## config.mk

```make
export PLATFORM = sky130hd
export DESIGN_NAME = mips_ctrl_pipe_flat
export DESIGN_NICKNAME = d
export VERILOG_FILES = /design/src/rtl/mips_ctrl_pipe_pkg.sv /design/src/rtl/mips_ctrl_pipe_if.sv /design/src/rtl/mips_ctrl_pipe_decode.sv /design/src/rtl/mips_ctrl_pipe.sv /design/src/flat_wrapper.sv
export SDC_FILE = /design/constraint.sdc
export NUM_CORES = 1
export LEC_CHECK = 0
export CAP_MARGIN = 30
export CORE_UTILIZATION = 45
export DETAILED_ROUTE_END_ITERATION = 7
export PLACE_DENSITY_LB_ADDON = 0.1
export SLEW_MARGIN = 20
export SYNTH_ARGS = -nofsm -noshare
export SYNTH_HDL_FRONTEND = slang
export SYNTH_HIERARCHICAL = 1
export SYNTH_SLANG_ARGS = --single-unit
```

## constraint.sdc

```tcl
create_clock -name clk -period 5.17 [get_ports clk]
set_input_delay 1.2925 -clock clk [delete_from_list [all_inputs] [get_ports clk]]
set_output_delay 1.2925 -clock clk [all_outputs]
set_load 0.005 [all_outputs]
```

## src/rtl/mips_ctrl_pipe_pkg.sv

```systemverilog
// Shared definitions for the MIPS control pipeline: opcodes, control-word
// bit positions, ALUOp encodings and the stall FSM state type.
package mips_ctrl_pkg;

  localparam int BASE_W = 12;

  localparam logic [5:0] OP_RTYPE = 6'd0;
  localparam logic [5:0] OP_J     = 6'd2;
  localparam logic [5:0] OP_JAL   = 6'd3;
  localparam logic [5:0] OP_BEQ   = 6'd4;
  localparam logic [5:0] OP_BNE   = 6'd5;
  localparam logic [5:0] OP_ADDI  = 6'd8;
  localparam logic [5:0] OP_SLTI  = 6'd10;
  localparam logic [5:0] OP_ANDI  = 6'd12;
  localparam logic [5:0] OP_ORI   = 6'd13;
  localparam logic [5:0] OP_LUI   = 6'd15;
  localparam logic [5:0] OP_LB    = 6'd32;
  localparam logic [5:0] OP_LW    = 6'd35;
  localparam logic [5:0] OP_SW    = 6'd43;

  localparam int B_REGDST   = 0;
  localparam int B_ALUSRC   = 1;
  localparam int B_ALUOP    = 2;   // 3-bit field [4:2]
  localparam int B_BRANCH   = 5;
  localparam int B_BRANCHNE = 6;
  localparam int B_MEMREAD  = 7;
  localparam int B_MEMWRITE = 8;
  localparam int B_REGWRITE = 9;
  localparam int B_MEMTOREG = 10;
  localparam int B_JUMP     = 11;

  localparam logic [2:0] ALU_ADD   = 3'b000;
  localparam logic [2:0] ALU_SUB   = 3'b001;
  localparam logic [2:0] ALU_FUNCT = 3'b010;
  localparam logic [2:0] ALU_AND   = 3'b011;
  localparam logic [2:0] ALU_OR    = 3'b100;
  localparam logic [2:0] ALU_SLT   = 3'b101;
  localparam logic [2:0] ALU_LUI   = 3'b110;

  typedef enum logic {
    IDLE  = 1'b0,
    STALL = 1'b1
  } state_t;

endpackage

```

## src/rtl/mips_ctrl_pipe_if.sv

```systemverilog
// Bus between the IF/ID side (master: supplies instructions, flush) and the
// control pipeline (slave: returns stall, illegal and staged control words).
interface mips_ctrl_pipe_if #(
  parameter int CTRL_W = 12
);
  logic              in_valid;
  logic [31:0]       in_instruction;
  logic              in_flush;
  logic              out_stall;
  logic              out_illegal;
  logic [CTRL_W-1:0] out_ex_ctrl;
  logic              out_ex_valid;
  logic [CTRL_W-1:0] out_mem_ctrl;
  logic              out_mem_valid;
  logic [CTRL_W-1:0] out_wb_ctrl;
  logic              out_wb_valid;
  logic [4:0]        out_wb_dst;

  modport master (
    output in_valid, in_instruction, in_flush,
    input  out_stall, out_illegal, out_ex_ctrl, out_ex_valid,
           out_mem_ctrl, out_mem_valid, out_wb_ctrl, out_wb_valid, out_wb_dst
  );

  modport slave (
    input  in_valid, in_instruction, in_flush,
    output out_stall, out_illegal, out_ex_ctrl, out_ex_valid,
           out_mem_ctrl, out_mem_valid, out_wb_ctrl, out_wb_valid, out_wb_dst
  );
endinterface

```

## src/rtl/mips_ctrl_pipe_decode.sv

```systemverilog
// Combinational opcode decode: control word, destination register, and which
// source fields the instruction actually reads (used by the hazard compare).
// Optional macro CTRL_JUMP_EN adds j/jal decode; without it ops 2/3 are illegal.
module mips_ctrl_decode
  import mips_ctrl_pkg::*;
#(
  parameter int CTRL_W = 12
) (
  input  logic [31:0]       instr,
  output logic [CTRL_W-1:0] ctrl,
  output logic [4:0]        dst,
  output logic              reads_rs,
  output logic              reads_rt,
  output logic              illegal
);

  logic [5:0]        op;
  logic [4:0]        rt;
  logic [4:0]        rd;
  logic [BASE_W-1:0] w;
  logic              is_jal;
  logic              unused_bits;

  assign op          = instr[31:26];
  assign rt          = instr[20:16];
  assign rd          = instr[15:11];
  assign unused_bits = ^instr[10:0];

  // opcode -> control bits; anything not listed decodes to an all-zero word
  always_comb begin
    w        = '0;
    reads_rs = 1'b1;
    reads_rt = 1'b0;
    illegal  = 1'b0;
    is_jal   = 1'b0;
    case (op)
      OP_RTYPE: begin
        w[B_REGDST]        = 1'b1;
        w[B_ALUOP +: 3]    = ALU_FUNCT;
        w[B_REGWRITE]      = 1'b1;
        reads_rt           = 1'b1;
      end
      OP_LW, OP_LB: begin
        w[B_ALUSRC]        = 1'b1;
        w[B_ALUOP +: 3]    = ALU_ADD;
        w[B_MEMREAD]       = 1'b1;
        w[B_REGWRITE]      = 1'b1;
        w[B_MEMTOREG]      = 1'b1;
      end
      OP_SW: begin
        w[B_ALUSRC]        = 1'b1;
        w[B_MEMWRITE]      = 1'b1;
        reads_rt           = 1'b1;
      end
      OP_BEQ: begin
        w[B_ALUOP +: 3]    = ALU_SUB;
        w[B_BRANCH]        = 1'b1;
        reads_rt           = 1'b1;
      end
      OP_BNE: begin
        w[B_ALUOP +: 3]    = ALU_SUB;
        w[B_BRANCH]        = 1'b1;
        w[B_BRANCHNE]      = 1'b1;
        reads_rt           = 1'b1;
      end
      OP_ADDI: begin
        w[B_ALUSRC]        = 1'b1;
        w[B_REGWRITE]      = 1'b1;
      end
      OP_ANDI: begin
        w[B_ALUSRC]        = 1'b1;
        w[B_ALUOP +: 3]    = ALU_AND;
        w[B_REGWRITE]      = 1'b1;
      end
      OP_ORI: begin
        w[B_ALUSRC]        = 1'b1;
        w[B_ALUOP +: 3]    = ALU_OR;
        w[B_REGWRITE]      = 1'b1;
      end
      OP_SLTI: begin
        w[B_ALUSRC]        = 1'b1;
        w[B_ALUOP +: 3]    = ALU_SLT;
        w[B_REGWRITE]      = 1'b1;
      end
      OP_LUI: begin
        w[B_ALUSRC]        = 1'b1;
        w[B_ALUOP +: 3]    = ALU_LUI;
        w[B_REGWRITE]      = 1'b1;
      end
`ifdef CTRL_JUMP_EN
      // jump targets occupy the rs/rt fields, so jumps read no registers
      OP_J: begin
        w[B_JUMP]          = 1'b1;
        reads_rs           = 1'b0;
      end
      OP_JAL: begin
        w[B_JUMP]          = 1'b1;
        w[B_REGWRITE]      = 1'b1;
        reads_rs           = 1'b0;
        is_jal             = 1'b1;
      end
`endif
      default: begin
        illegal            = 1'b1;
        reads_rs           = 1'b0;
      end
    endcase
  end

  // destination: link register for jal, rd/rt by RegDst, 0 when nothing is written
  always_comb begin
    dst = 5'd0;
    if (w[B_REGWRITE]) begin
      if (is_jal)             dst = 5'd31;
      else if (w[B_REGDST])   dst = rd;
      else                    dst = rt;
    end
  end

  assign ctrl = CTRL_W'(w);

endmodule

```

## src/rtl/mips_ctrl_pipe.sv

```systemverilog
// MIPS control pipeline: decodes the ID instruction, carries the control word
// through EX/MEM/WB with valid bits, stalls on load-use, bubbles on flush.
// Optional macro CTRL_JUMP_EN enables j/jal decode.
//
// state | meaning
// IDLE  | normal issue; a load-use hazard here is the first stall cycle
// STALL | extra bubble cycles while a load completes; cnt counts them down
module mips_ctrl_pipe
  import mips_ctrl_pkg::*;
#(
  parameter int CTRL_W     = 12,
  parameter int LOAD_STALL = 1,
  parameter int CNT_W      = 3
) (
  input logic              clk,
  input logic              rst,
  mips_ctrl_pipe_if.slave  bus
);

  logic [CTRL_W-1:0] dec_ctrl;
  logic [4:0]        dec_dst;
  logic              dec_reads_rs;
  logic              dec_reads_rt;
  logic              dec_illegal;

  logic [CTRL_W-1:0] ex_ctrl, mem_ctrl, wb_ctrl;
  logic              ex_valid, mem_valid, wb_valid;
  logic [4:0]        ex_dst, mem_dst, wb_dst;

  state_t            state, state_n;
  logic [CNT_W-1:0]  cnt, cnt_n;
  logic              hazard;
  logic              stall;
  logic              issue;
  logic [4:0]        id_rs, id_rt;

  mips_ctrl_decode #(.CTRL_W(CTRL_W)) u_decode (
    .instr    (bus.in_instruction),
    .ctrl     (dec_ctrl),
    .dst      (dec_dst),
    .reads_rs (dec_reads_rs),
    .reads_rt (dec_reads_rt),
    .illegal  (dec_illegal)
  );

  assign id_rs = bus.in_instruction[25:21];
  assign id_rt = bus.in_instruction[20:16];

  // load in EX whose result the ID instruction needs
  always_comb begin
    hazard = ex_valid && ex_ctrl[B_MEMREAD] && (ex_dst != 5'd0) &&
             bus.in_valid && !dec_illegal &&
             ((dec_reads_rs && (ex_dst == id_rs)) ||
              (dec_reads_rt && (ex_dst == id_rt)));
  end

  // stall FSM state and bubble counter
  always_ff @(posedge clk or negedge rst) begin
    if (!rst) begin
      state <= IDLE;
      cnt   <= '0;
    end else begin
      state <= state_n;
      cnt   <= cnt_n;
    end
  end

  // next state: the IDLE hazard cycle is bubble #1, STALL supplies the remaining LOAD_STALL-1
  always_comb begin
    state_n = state;
    cnt_n   = cnt;
    stall   = 1'b0;
    if (bus.in_flush) begin
      state_n = IDLE;
      cnt_n   = '0;
    end else begin
      case (state)
        IDLE: begin
          if (hazard) begin
            stall = 1'b1;
            if (LOAD_STALL > 1) begin
              state_n = STALL;
              cnt_n   = CNT_W'(LOAD_STALL - 1);
            end
          end
        end
        STALL: begin
          stall = 1'b1;
          if (cnt <= CNT_W'(1)) begin
            state_n = IDLE;
            cnt_n   = '0;
          end else begin
            cnt_n = cnt - CNT_W'(1);
          end
        end
        default: begin
          state_n = IDLE;
          cnt_n   = '0;
        end
      endcase
    end
  end

  assign issue = (state == IDLE) && !hazard && !bus.in_flush &&
                 bus.in_valid && !dec_illegal;

  // EX takes the decoded word or a bubble; MEM and WB always advance
  always_ff @(posedge clk or negedge rst) begin
    if (!rst) begin
      ex_ctrl   <= '0;
      ex_valid  <= 1'b0;
      ex_dst    <= 5'd0;
      mem_ctrl  <= '0;
      mem_valid <= 1'b0;
      mem_dst   <= 5'd0;
      wb_ctrl   <= '0;
      wb_valid  <= 1'b0;
      wb_dst    <= 5'd0;
    end else begin
      ex_ctrl   <= issue ? dec_ctrl : '0;
      ex_valid  <= issue;
      ex_dst    <= issue ? dec_dst : 5'd0;
      mem_ctrl  <= ex_ctrl;
      mem_valid <= ex_valid;
      mem_dst   <= ex_dst;
      wb_ctrl   <= mem_ctrl;
      wb_valid  <= mem_valid;
      wb_dst    <= mem_dst;
    end
  end

  assign bus.out_stall     = stall;
  assign bus.out_illegal   = bus.in_valid && dec_illegal;
  assign bus.out_ex_ctrl   = ex_ctrl;
  assign bus.out_ex_valid  = ex_valid;
  assign bus.out_mem_ctrl  = mem_ctrl;
  assign bus.out_mem_valid = mem_valid;
  assign bus.out_wb_ctrl   = wb_ctrl;
  assign bus.out_wb_valid  = wb_valid;
  assign bus.out_wb_dst    = wb_dst;

endmodule

```

## src/flat_wrapper.sv

```systemverilog
// flat-port wrapper written by rule: the top's interface ports become plain ports
module mips_ctrl_pipe_flat import mips_ctrl_pkg::*;
#(
  parameter int CTRL_W     = 12,
  parameter int LOAD_STALL = 1,
  parameter int CNT_W      = 3
)
  (clk, rst, bus_in_valid, bus_in_instruction, bus_in_flush, bus_out_stall, bus_out_illegal, bus_out_ex_ctrl, bus_out_ex_valid, bus_out_mem_ctrl, bus_out_mem_valid, bus_out_wb_ctrl, bus_out_wb_valid, bus_out_wb_dst);
  mips_ctrl_pipe_if #(.CTRL_W(CTRL_W)) bus_i ();
  input logic clk;
  input logic rst;
  input wire logic [$bits(bus_i.in_valid)-1:0] bus_in_valid;
  input wire logic [$bits(bus_i.in_instruction)-1:0] bus_in_instruction;
  input wire logic [$bits(bus_i.in_flush)-1:0] bus_in_flush;
  output wire logic [$bits(bus_i.out_stall)-1:0] bus_out_stall;
  output wire logic [$bits(bus_i.out_illegal)-1:0] bus_out_illegal;
  output wire logic [$bits(bus_i.out_ex_ctrl)-1:0] bus_out_ex_ctrl;
  output wire logic [$bits(bus_i.out_ex_valid)-1:0] bus_out_ex_valid;
  output wire logic [$bits(bus_i.out_mem_ctrl)-1:0] bus_out_mem_ctrl;
  output wire logic [$bits(bus_i.out_mem_valid)-1:0] bus_out_mem_valid;
  output wire logic [$bits(bus_i.out_wb_ctrl)-1:0] bus_out_wb_ctrl;
  output wire logic [$bits(bus_i.out_wb_valid)-1:0] bus_out_wb_valid;
  output wire logic [$bits(bus_i.out_wb_dst)-1:0] bus_out_wb_dst;
  assign bus_i.in_valid = bus_in_valid;
  assign bus_i.in_instruction = bus_in_instruction;
  assign bus_i.in_flush = bus_in_flush;
  assign bus_out_stall = bus_i.out_stall;
  assign bus_out_illegal = bus_i.out_illegal;
  assign bus_out_ex_ctrl = bus_i.out_ex_ctrl;
  assign bus_out_ex_valid = bus_i.out_ex_valid;
  assign bus_out_mem_ctrl = bus_i.out_mem_ctrl;
  assign bus_out_mem_valid = bus_i.out_mem_valid;
  assign bus_out_wb_ctrl = bus_i.out_wb_ctrl;
  assign bus_out_wb_valid = bus_i.out_wb_valid;
  assign bus_out_wb_dst = bus_i.out_wb_dst;
  mips_ctrl_pipe #(.CTRL_W(CTRL_W), .LOAD_STALL(LOAD_STALL), .CNT_W(CNT_W)) u_core (.clk(clk), .rst(rst), .bus(bus_i));
endmodule
```

== Word level (Yosys, flattened, before mapping) ==
Cells that the tools add are included.

* Add/sub/neg operators: 1
* Magnitude comparators: 1
* Eq/ne operators: 12
* Muxes and demuxes: 24
* Bitwise gates (word level): 1
* Reduce and logical (&&, ||, !) cells: 24

{| class="wikitable"
|+ Operator list
! cell !! number
|-
| == test 6 x 4 -> 1 bit (second input constant) || 5
|-
| == test 6 bit (second input constant) || 3
|-
| case mux 3 bit (6 select lines) || 1
|-
| OR reduction 8 bit || 2
|-
| 2-to-1 mux 1 bit || 15
|-
| 2-to-1 mux 5 bit || 3
|-
| == test 6 x 3 -> 1 bit (second input constant) || 2
|-
| logical AND 1 bit || 12
|-
| 2-to-1 mux 11 bit || 1
|-
| OR reduction 11 bit || 1
|-
| == test 5 bit || 2
|-
| 2-to-1 mux 3 bit || 3
|-
| zero test 6 bit || 1
|-
| nonzero test 5 bit || 1
|-
| OR reduction 2 bit || 2
|-
| OR reduction 4 bit || 1
|-
| less-or-equal comparator 3 x 1 -> 1 bit (second input constant) || 1
|-
| subtractor 3 x 1 -> 3 bit (second input constant) || 1
|-
| zero test 1 bit || 2
|-
| case mux 1 bit (2 select lines) || 1
|-
| nonzero test 2 bit || 1
|-
| logical OR 1 bit || 1
|-
| NOT 1 bit || 1
|}

* Bits in registers: 58
* Input bits: 36
* Output and inout port bits: 46

== Longest topological paths before layout ==
Gate-level depths: netlist of run 1.

* Depth after elaboration: 12
* Mapped depth: 9

== Modules after synthesis ==
The synthesis of run 1 kept the hierarchy.

{| class="wikitable"
|+ By module, submodules not included
! module !! times used !! cells each !! area each (um^2) !! seq. area each (um^2)
|-
| mips_ctrl_pipe || 1 || 138 || 1,939.4 || 1,451.4
|-
| mips_ctrl_decode || 1 || 70 || 559.3 || 0.0
|}

== Worst setup path before layout of run 1 ==
No wires, ideal clock.

* Path type: input to output
* Start point: input bus_in_instruction[27]
* End point: output bus_out_stall
* Arrival time: 2.878 ns
* Data required time: 3.878 ns
* Path slack: 1.000 ns
* Stages: 7
* Cells stage by stage: buf_2 -> mux2_4 -> o32a_1 -> a21o_1 -> nand4b_1 -> a21oi_2 -> a31o_2

* Cells in the longest elaborated chain, start to end: 9
* Elaborated cells between the ends (all ways): 23
* Those cells by class: eq/ne (10); mux (5); reduce/logical (8)

{| class="wikitable"
|+ Ends and longest elaborated chain
! what !! line !! source
|-
| from (decl) || flat_wrapper.sv:13 || <nowiki>input wire logic [$bits(bus_i.in_instruction)-1:0] bus_in_instruction;</nowiki>
|-
| == test 6 x 4 -> 1 bit (tied with other cells) || mips_ctrl_pipe_decode.sv:36 || <nowiki>case (op)</nowiki>
|-
| OR reduction 11 bit (no line) or OR reduction 4 bit (tied branches) || -- ||
|-
| 2-to-1 mux 1 bit || mips_ctrl_pipe_decode.sv:36 ||
|-
| logical AND 1 bit, on equally long branches || mips_ctrl_pipe.sv:53, mips_ctrl_pipe.sv:54 ||
|-
| logical OR 1 bit || mips_ctrl_pipe.sv:53 || <nowiki>((dec_reads_rs && (ex_dst == id_rs)) ||</nowiki>
|-
| logical AND 1 bit (*) || mips_ctrl_pipe.sv:52 || <nowiki>bus.in_valid && !dec_illegal &&</nowiki>
|-
| 2-to-1 mux 1 bit (*) || mips_ctrl_pipe.sv:79 || <nowiki>if (hazard) begin</nowiki>
|-
| case mux 1 bit (2 select lines) (*) || mips_ctrl_pipe.sv:77 || <nowiki>case (state)</nowiki>
|-
| 2-to-1 mux 1 bit (*) || mips_ctrl_pipe.sv:73 || <nowiki>if (bus.in_flush) begin</nowiki>
|-
| to (decl) || flat_wrapper.sv:15 || <nowiki>output wire logic [$bits(bus_i.out_stall)-1:0] bus_out_stall;</nowiki>
|}

Every way passes the cells marked *; elsewhere a longest branch is shown, timed or not.

== Worst setup path after layout of run 1 ==
* Start point: input bus_in_instruction[29]
* End point: output bus_out_stall

The elaborated chain is that of the path after synthesis.

==> results of run 1 <==
-- through the flow --
stage	std cells	instance area [sq um]	total power, mW	hold WS [ps]
final	360	3490	1.01	346
after global routing	360	3490	1.05	357
after CTS	360	3490	1.02	346
after detailed placement	346	3270	0.552	335
after global placement	346	3270	0.552	333
after floorplan	208	2500	0.509	331
-- metal layers --
metal  track usage (%)  vias up
met5                 0        -
met4              9.23        0
met3              4.79        6
met2              28.6       53
met1              25.8      842
li1                  -      874
-- path summary, 6_finish.rpt --
path | depth (start not counted) | endpoint | slack (ps)
setup / recovery | 9 | bus_out_stall | 170
hold / removal | 0 | u_core/bus.out_wb_dst[2]$_DFF_PN0_ | 350
setup reg to reg | 3 | u_core/bus.out_ex_ctrl[8]$_DFF_PN0_ | 3600
hold reg to reg | 0 | u_core/bus.out_wb_dst[2]$_DFF_PN0_ | 350
max in group asynchronous | 2 | u_core/bus.out_ex_ctrl[1]$_DFF_PN0_ | 3610
min in group asynchronous | 2 | u_core/bus.out_wb_ctrl[5]$_DFF_PN0_ | 1100
-- flip-flops by register name, summed over array words and instances (netlist names) --
register                  cells
u_core/bus.out_ex_ctrl       12
u_core/bus.out_mem_ctrl      12
u_core/bus.out_wb_ctrl       12
u_core/bus.out_wb_dst         5
u_core/ex_dst                 5
u_core/mem_dst                5
u_core/cnt                    3
u_core/bus.out_ex_valid       1
u_core/bus.out_mem_valid      1
u_core/bus.out_wb_valid       1
u_core/state                  1
-- power by group through the flow --
| stage | Sequential (mW) | Combinational [mW] | Clock, mW |
|---|---|---|---|
| after floorplan | 0.466 | 0.0437 | 0 |
| after CTS | 0.457 | 0.0873 | 0.473 |
| after global routing | 0.457 | 0.0956 | 0.493 |
| after global placement | 0.465 | 0.0863 | 0 |
| final | 0.457 | 0.0864 | 0.461 |
| after detailed placement | 0.465 | 0.0868 | 0 |
-- worst max-delay path: stages --
cell and delay, ps:
clkdlybuf4s50_1 500, buf_4 230, nand3b_1 170, a21bo_2 260
a21o_1 220, nand4b_1 210, a21oi_2 160, a31o_2 170
clkdlybuf4s50_1 490
-- placed cells by master, fill, tap and decap left out, types with 2 or more instances in the layout --
cell and count:
bufinv_16 2, a21oi_2 3, nand2_1 29, nand3b_1 2
o21ai_1 5, dfrtp_1 58, inv_1 6, nor4_1 2
ha_1 2, a2111oi_2 5, clkbuf_8 12, buf_4 11
nand3_1 5, nor3_1 3, nor3b_1 2, and2_1 3
xnor2_1 10, o21ai_0 3, nand4_1 2, clkdlybuf4s50_1 69
nor2_1 6, a21oi_1 20
-- cell type report --
type	count	area, sq um
Tap cell	70	87.6
Inverter	6	22.5
Multi-Input combinational cell	131	926
Timing Repair Buffer	81	778
Clock buffer	12	165
Clock inverter	2	60.1
Fill cell	404	1750
Sequential cell	58	1450
-- cells by family after synthesis --
logic type      Yosys count
flops                    58
other cells               1
simple gates             67
xor+xnor                 11
mux                       2
compound gates           48
fa+ha+maj                 2
buf+inv                  19
==> summary by stage, run 1 <==
Drt
The highest layer used for signal routing is met4. Once detail routing completed, the nets flagged for antenna violations numbered 0. Detailed routing placed a total of 233 microns of wire on met3.

The met1 wire length is 2.30 mm. After detailed routing, the met2 layer carries 2.33 mm of wire. Across all layers, the routed design uses 1775 vias.

Wires add up to 4.93 mm. The first detailed-routing pass took 4 iterations. In the final routed layout, each cell accounts on average for between 10 and 15 microns. The first routing iteration left 79 violations.

The average via count per standard cell is ~5. For this run, design rule violations remaining after detail routing come to 0.

Timing
Setup repair after global routing left no endpoint under its margin. For the final database, setup skew stands at 7.97 ps. Based on the critical path, the design can be clocked at up to 0.200 GHz.

The max-slew violation total from the final report is 0. Across all setup checks in the final design, the least slack found is 170 ps. In this run the tightest slew margin relative to its limit is between 40 and 50%. The time the worst path needs with I/O delays and setup is 5000 ps. The final hold violation count is 0. Setup violations remaining at the end of the flow were counted as 0. Setup total negative slack on the finished layout was measured at 0 ps.

After layout, the worst path uses 96.7% of the clock period. The slew at the pin with the worst max-slew slack is roughly 850 ps.

Global routing
The maximum number of pins on one net before global-route repair is 59. Across every metal layer, demand over resource in global routing totals 19.0%. The global-route wire length before repair is 8.55 mm. The number of global-route vias before repair is 1731.

After global routing the overflow that remains totals 0. The number of antenna violations at the first check in global routing is 0.

Final layout
The area growth from synthesis to final layout is 39.7%. Cells fill 66.7% of the core in the end. 0 antenna diodes ended up in the layout. The final net count is 325. The proportion of layout cells with a drive suffix above 1 is roughly 17%.

Clocking
TritonCTS built the clock tree. The quantity of gates resized following cts is 0. The deepest clock path buffer count is 2. The maximum level of the CTS H-tree is 3. In this run the post-CTS setup repair buffer count came out at 0. In this run, post-CTS hold repair placed 0 buffers.

For the worst-skew pair, the clock arrives at the later sink with an insertion delay of 330 ps. The clock-pin slew of the registers on the worst-case setup and hold paths is 60 ps. Counting every sink on the clock net gives 58. CTS placed an instance of clkbuf_8 at the clock tree root. The number of CTS-inserted buffers is 9.

Die
The area of the core is about 5200 sq um. Pin placement for this block handled 82 I/O pins. The initial standard-cell utilization of the core is 47.7%.

From bottom edge to top edge, the die measures 76.5 microns. The area of the die is 5850 sq um. The total number of placement rows is 26.

The width of the die is ~77 microns.

Synthesis
The most area-hungry cell type in the Yosys netlist is dfrtp_1. The mapped netlist covers 2500 sq um. The synthesized design contains 58 register bits. The dominant combinational cell family by area after synthesis is simple AND/OR/NAND/NOR gates. By count the netlist is led by 58 x dfrtp_1, 29 x nand2_1, 20 x a21oi_1, 10 x xnor2_1. The proportion of synthesized chip area in sequential cells is 58.1%.

The number of enable-type register cells in the synthesized netlist is 0. Of the post-synthesis cell area, the part taken by muxes is approximately 1.2%. In this run the mean area of a mapped cell was roughly 12 sq um. The dominant synthesized flop cell is dfrtp_1. Synthesis instantiated 51 different standard cells from the library.

The warning count from the yosys run is 6. The gate count of the mapped netlist is 208. Counting flops with an async set or reset pin after synthesis yields a share of 100%. After Yosys synthesis, full adders, half adders and majority gates account for about 1.0% of the synthesized area. The most frequent cell after synthesis is dfrtp_1. When the netlist entered floorplanning its net count stood at 246. By area the synthesized netlist is led by dfrtp_1 58%, nand2_1 4.4%, a21oi_1 4.0%. The simple-gate area share of the yosys netlist is 16.0%. The area fraction of the dominant cell type after synthesis is 58.1%. The compound-cell area share of the yosys netlist is 14.9%. After Yosys synthesis, XOR and XNOR cells account for 3.86% of the synthesized area.

Power and ir drop
Net switching is 20.1% of the power. For this design the ratio of total power to cell area is 288 nW/um^2. Per report_power, the clock group accounts for between 40% and 50% of the total.

The design internal power is 804 uW. The switching power summed over all nets is 202 uW. The leakage power figure is roughly 1.5 nW. The part of the power in combinational logic is 8.6%.

The maximum vdd ir drop is 0.000163 V. Of the total power, registers draw 45.5%.

Worst setup path
At the worst endpoint, the arrival time is 3710 ps. The beginning of the worst register-to-register path is u_core/state$_DFF_PN0_. The classification of the worst setup path is in -> out.

The launch point of the critical path is bus_in_instruction[29]. The nature of the critical path startpoint is a primary input. The type of destination of the critical path is an output pin.

The maximum net fanout on the critical path is 15. STA puts the critical path data required time at approximately 3900 ps.

Run status
The run finished with clean final reports.

Placed design
The worst slack at placement is between 150 and 200 ps. Port buffering added 70 buffers. The detailed-placement wirelength estimate is 3.56 mm. At the end of routability-driven placement, the weighted congestion stood at 0.828.

Min path
The class of the most critical hold timing path is reg -> reg. The worst hold path begins at u_core/mem_dst[2]$_DFF_PN0_.

Run
The number of maximum-capacitance violations is 0.
No activity file was read; power rests on OpenSTA's default activity.
==> run 2: changes to the inputs <==
- REMOVE_ABC_BUFFERS: unset -> 1
==> run 2 against run 1 <==
Clock power hardly changed. Sequential cell count stayed put. Largest power group unchanged. Sequential power hardly changed. Critical path depth is 1 lower. Maximum frequency is 0.47% higher. Via count is 2.1% lower. Utilization is 0.14 points lower. Critical path type unchanged.
==> summary by stage, run 2 (same netlist as run 1, synthesis figures left out) <==
Timing
The final hold violation count is 0 (unchanged). The maximum clock skew at final layout is 8.19 ps (+0.214 ps). The max-slew violation total from the final report is 0 (unchanged). The achievable clock frequency came to 0.201 GHz (+0.47%). The setup TNS after final layout is 0 ps (unchanged). The slew at the pin with the worst max-slew slack is 878 ps (+23.6 ps). The relative slew slack is 41.2% (-1.6 points). The total of endpoints with negative setup slack in the final report is 0 (unchanged). The time the worst path needs with I/O delays and setup came to 4980 ps (-23.6 ps). The ratio of final minimum period to clock period is 96.3% (-0.46 points).

Setup repair after global routing left no endpoint under its margin.

Placed design
The detailed-placement wirelength estimate is 3.42 mm (-3.9%). The last weighted congestion value of the routability-driven placer is 0.766 (-7.5%). The number of cells after detailed placement is 345 (-0.29%). The count of buffers inserted at the top-level ports is 70 (unchanged).

Drt
The count of vias placed by the detailed router was 1737 (-2.1%). The total iterations of the first detailed-routing run came to 4 (unchanged). The DRC violation count after routing came to 0 (unchanged). The routed wire length is 4.66 mm (-5.4%).

The iteration-0 DRC count of the detailed router is 54 (-32%). The residual antenna-violating net count after detailed routing came to 0 (unchanged). The average via count per standard cell is 4.84 (-1.9%). The detail-routed net length per standard cell came to 13.0 microns (-5.1%).

Die
The area of the core is 5240 sq um (unchanged). The initial standard-cell utilization of the core is 47.7% (unchanged). The total number of placement rows is 26 (unchanged). The area of the die is 5850 sq um (unchanged). The top-level port count came to 82 (unchanged). The die outline height is 76.5 microns (unchanged). The width of the die is 76.5 microns (unchanged).

Worst setup path
The logic depth of the worst setup path including buffers is 8 (-1). The maximum net fanout on the critical path is 3 (-12). The largest incremental delay on the critical path is 500 ps (about the same). The combined buffer and inverter count along the critical path is 2 (-1). The worst setup slack for register-to-register paths is 3600 ps (about the same). The type of destination of the critical path is an output pin. The top cell family by delay on the critical path is buffers and inverters. The data required time of the worst path is 3880 ps (about the same).

Traced cell by cell, the critical path runs through clkdlybuf4s50_1 > mux2_4 > o32a_1 > a21o_1 > nand4b_1 > a21oi_2 > a31o_2 > clkdlybuf4s50_1. The beginning of the worst register-to-register path is u_core/state$_DFF_PN0_. The critical path ends at bus_out_stall.

The depth of the most critical reg-to-reg path is 2 (-1). The critical path starts at bus_in_instruction[29]. The critical path is of the in -> out type. The cell type of the slowest stage on the worst timing path is clkdlybuf4s50_1.

The data arrival time of the worst path is 3680 ps (-30 ps). In this design, the critical path's most frequently occurring cell is clkdlybuf4s50_1. STA classifies the critical path startpoint as a primary input. The terminus of the critical flop-to-flop path is u_core/bus.out_ex_valid$_DFF_PN0_.

Power and ir drop
The clock share of power came to 46.0% (about the same). The maximum vdd ir drop is 0.000121 V (-26%). The design internal power is 803 uW (about the same). The switching share of power is 20.0% (-0.095 points). The switching power summed over all nets is 200 uW (-0.60%).

The part of the power in combinational logic is 8.4% (-0.2 points). The leakage power figure is 1.49 nW (-0.36%). The power density over the cells was 288 nW/um^2 (about the same). The register share of total power was 45.5% (about the same). The sum of internal, switching and leakage power is 1.00 mW (-0.13%).

Clocking
The number of CTS-inserted buffers came to 9 (unchanged). The clock-pin slew of the registers on the worst-case setup and hold paths was 60 ps (about the same). The clock net sink count is 58 (unchanged). The quantity of gates resized following cts is 0 (unchanged). The deepest clock path buffer count is 2 (unchanged). The clock insertion delay at the later pin of the skew report is 320 ps (about the same). The CTS tree is built. The maximum level of the CTS H-tree is 3 (unchanged). The total of hold buffers inserted after clock tree synthesis was 0 (unchanged). The root buffer cell chosen for the clock tree is clkbuf_8. The post-CTS setup buffer count is 0 (unchanged).

Final layout
The antenna cell count came to 0 (unchanged). The non-filler instance count after layout is 359 (-0.28%). The proportion of layout cells with a drive suffix above 1 is 16.6% (-0.29 points). The library cells used most frequently in the layout, excluding fill and tap cells, are 69 x clkdlybuf4s50_1, 58 x dfrtp_1, 29 x nand2_1. Leaving out fill and tap cells, the most frequent cell in the layout is clkdlybuf4s50_1. The final net count is 324 (-0.31%). Relative to the synthesized area, the layout overhead comes to 39.4%.

Global routing
The total grt overflow is 0 (unchanged). The number of global-route vias before repair is 1706 (-1.4%). The maximum number of pins on one net before global-route repair was 59 (unchanged). The number of antenna violations at the first check in global routing is 0 (unchanged). The global-route wire length before repair was 8.16 mm (-4.6%). The total routing usage reported by global routing was 18.1% (-0.93 points).

Min path
The class of the most critical hold timing path is reg -> reg.

Run
The number of maximum-capacitance violations is 0 (unchanged).

Run status
The flow ran to the end, and the final reports show no timing, DRC or antenna violations.
==> run 2: changes by cell type in the layout (fill, tap and decap cells not counted), sizes merged <==
cell | before | now
buf | 12 | 11
==> run 2: final cells by class <==
class	instances	area (sq um)
clock buffer	12	165
tap	70	87.6
clock inverter	2	60.1
inverter	6	22.5
sequential	58	1450
timing repair buffer	80	771
multi-input combinational	131	926
fill	410	1750
==> run 2: metal layers <==
layer	vias to the layer above	global-route usage, %	wire, microns
met2	53	28.9	2260
met3	5	4.79	195
met5	-	0	0
li1	873	-	-
met1	806	23.4	2150
met4	0	7.50	63
==> run 2: metrics by stage <==
stage          hold slack, ps  setup slack [ps]  util (%)  cell area, sq um
4_1_cts                   349               176      66.5              3480
3_5_place_dp              336               187      62.2              3260
6_report                  348               194      66.5              3480
2_1_floorplan             331               899         -              2400
5_1_grt                   352              31.4      66.5              3480
3_3_place_gp              332               200      62.2              3260
==> run 2: power by group through the flow <==
stage          clock network (mW)  logic, mW  registers [mW]
5_1_grt                     0.492     0.0935           0.457
3_5_place_dp                    0     0.0855           0.465
6_report                    0.462     0.0845           0.457
2_1_floorplan                   0     0.0325           0.466
4_1_cts                     0.473     0.0860           0.457
3_3_place_gp                    0     0.0845           0.465
==> run 2: how the worst min path moves through the flow <==
stage,start,to,slack [ps],depth (start not counted)
4_1_cts,u_core/mem_dst[1]$_DFF_PN0_,u_core/bus.out_wb_dst[1]$_DFF_PN0_,350,0
3_3_place_gp,u_core/mem_dst[2]$_DFF_PN0_,u_core/bus.out_wb_dst[2]$_DFF_PN0_,330,0
3_5_place_dp,u_core/mem_dst[0]$_DFF_PN0_,u_core/bus.out_wb_dst[0]$_DFF_PN0_,340,0
5_1_grt,u_core/mem_dst[3]$_DFF_PN0_,u_core/bus.out_wb_dst[3]$_DFF_PN0_,350,0
2_1_floorplan,u_core/mem_dst[0]$_DFF_PN0_,u_core/bus.out_wb_dst[0]$_DFF_PN0_,330,0
6_report,u_core/mem_dst[0]$_DFF_PN0_,u_core/bus.out_wb_dst[0]$_DFF_PN0_,350,0
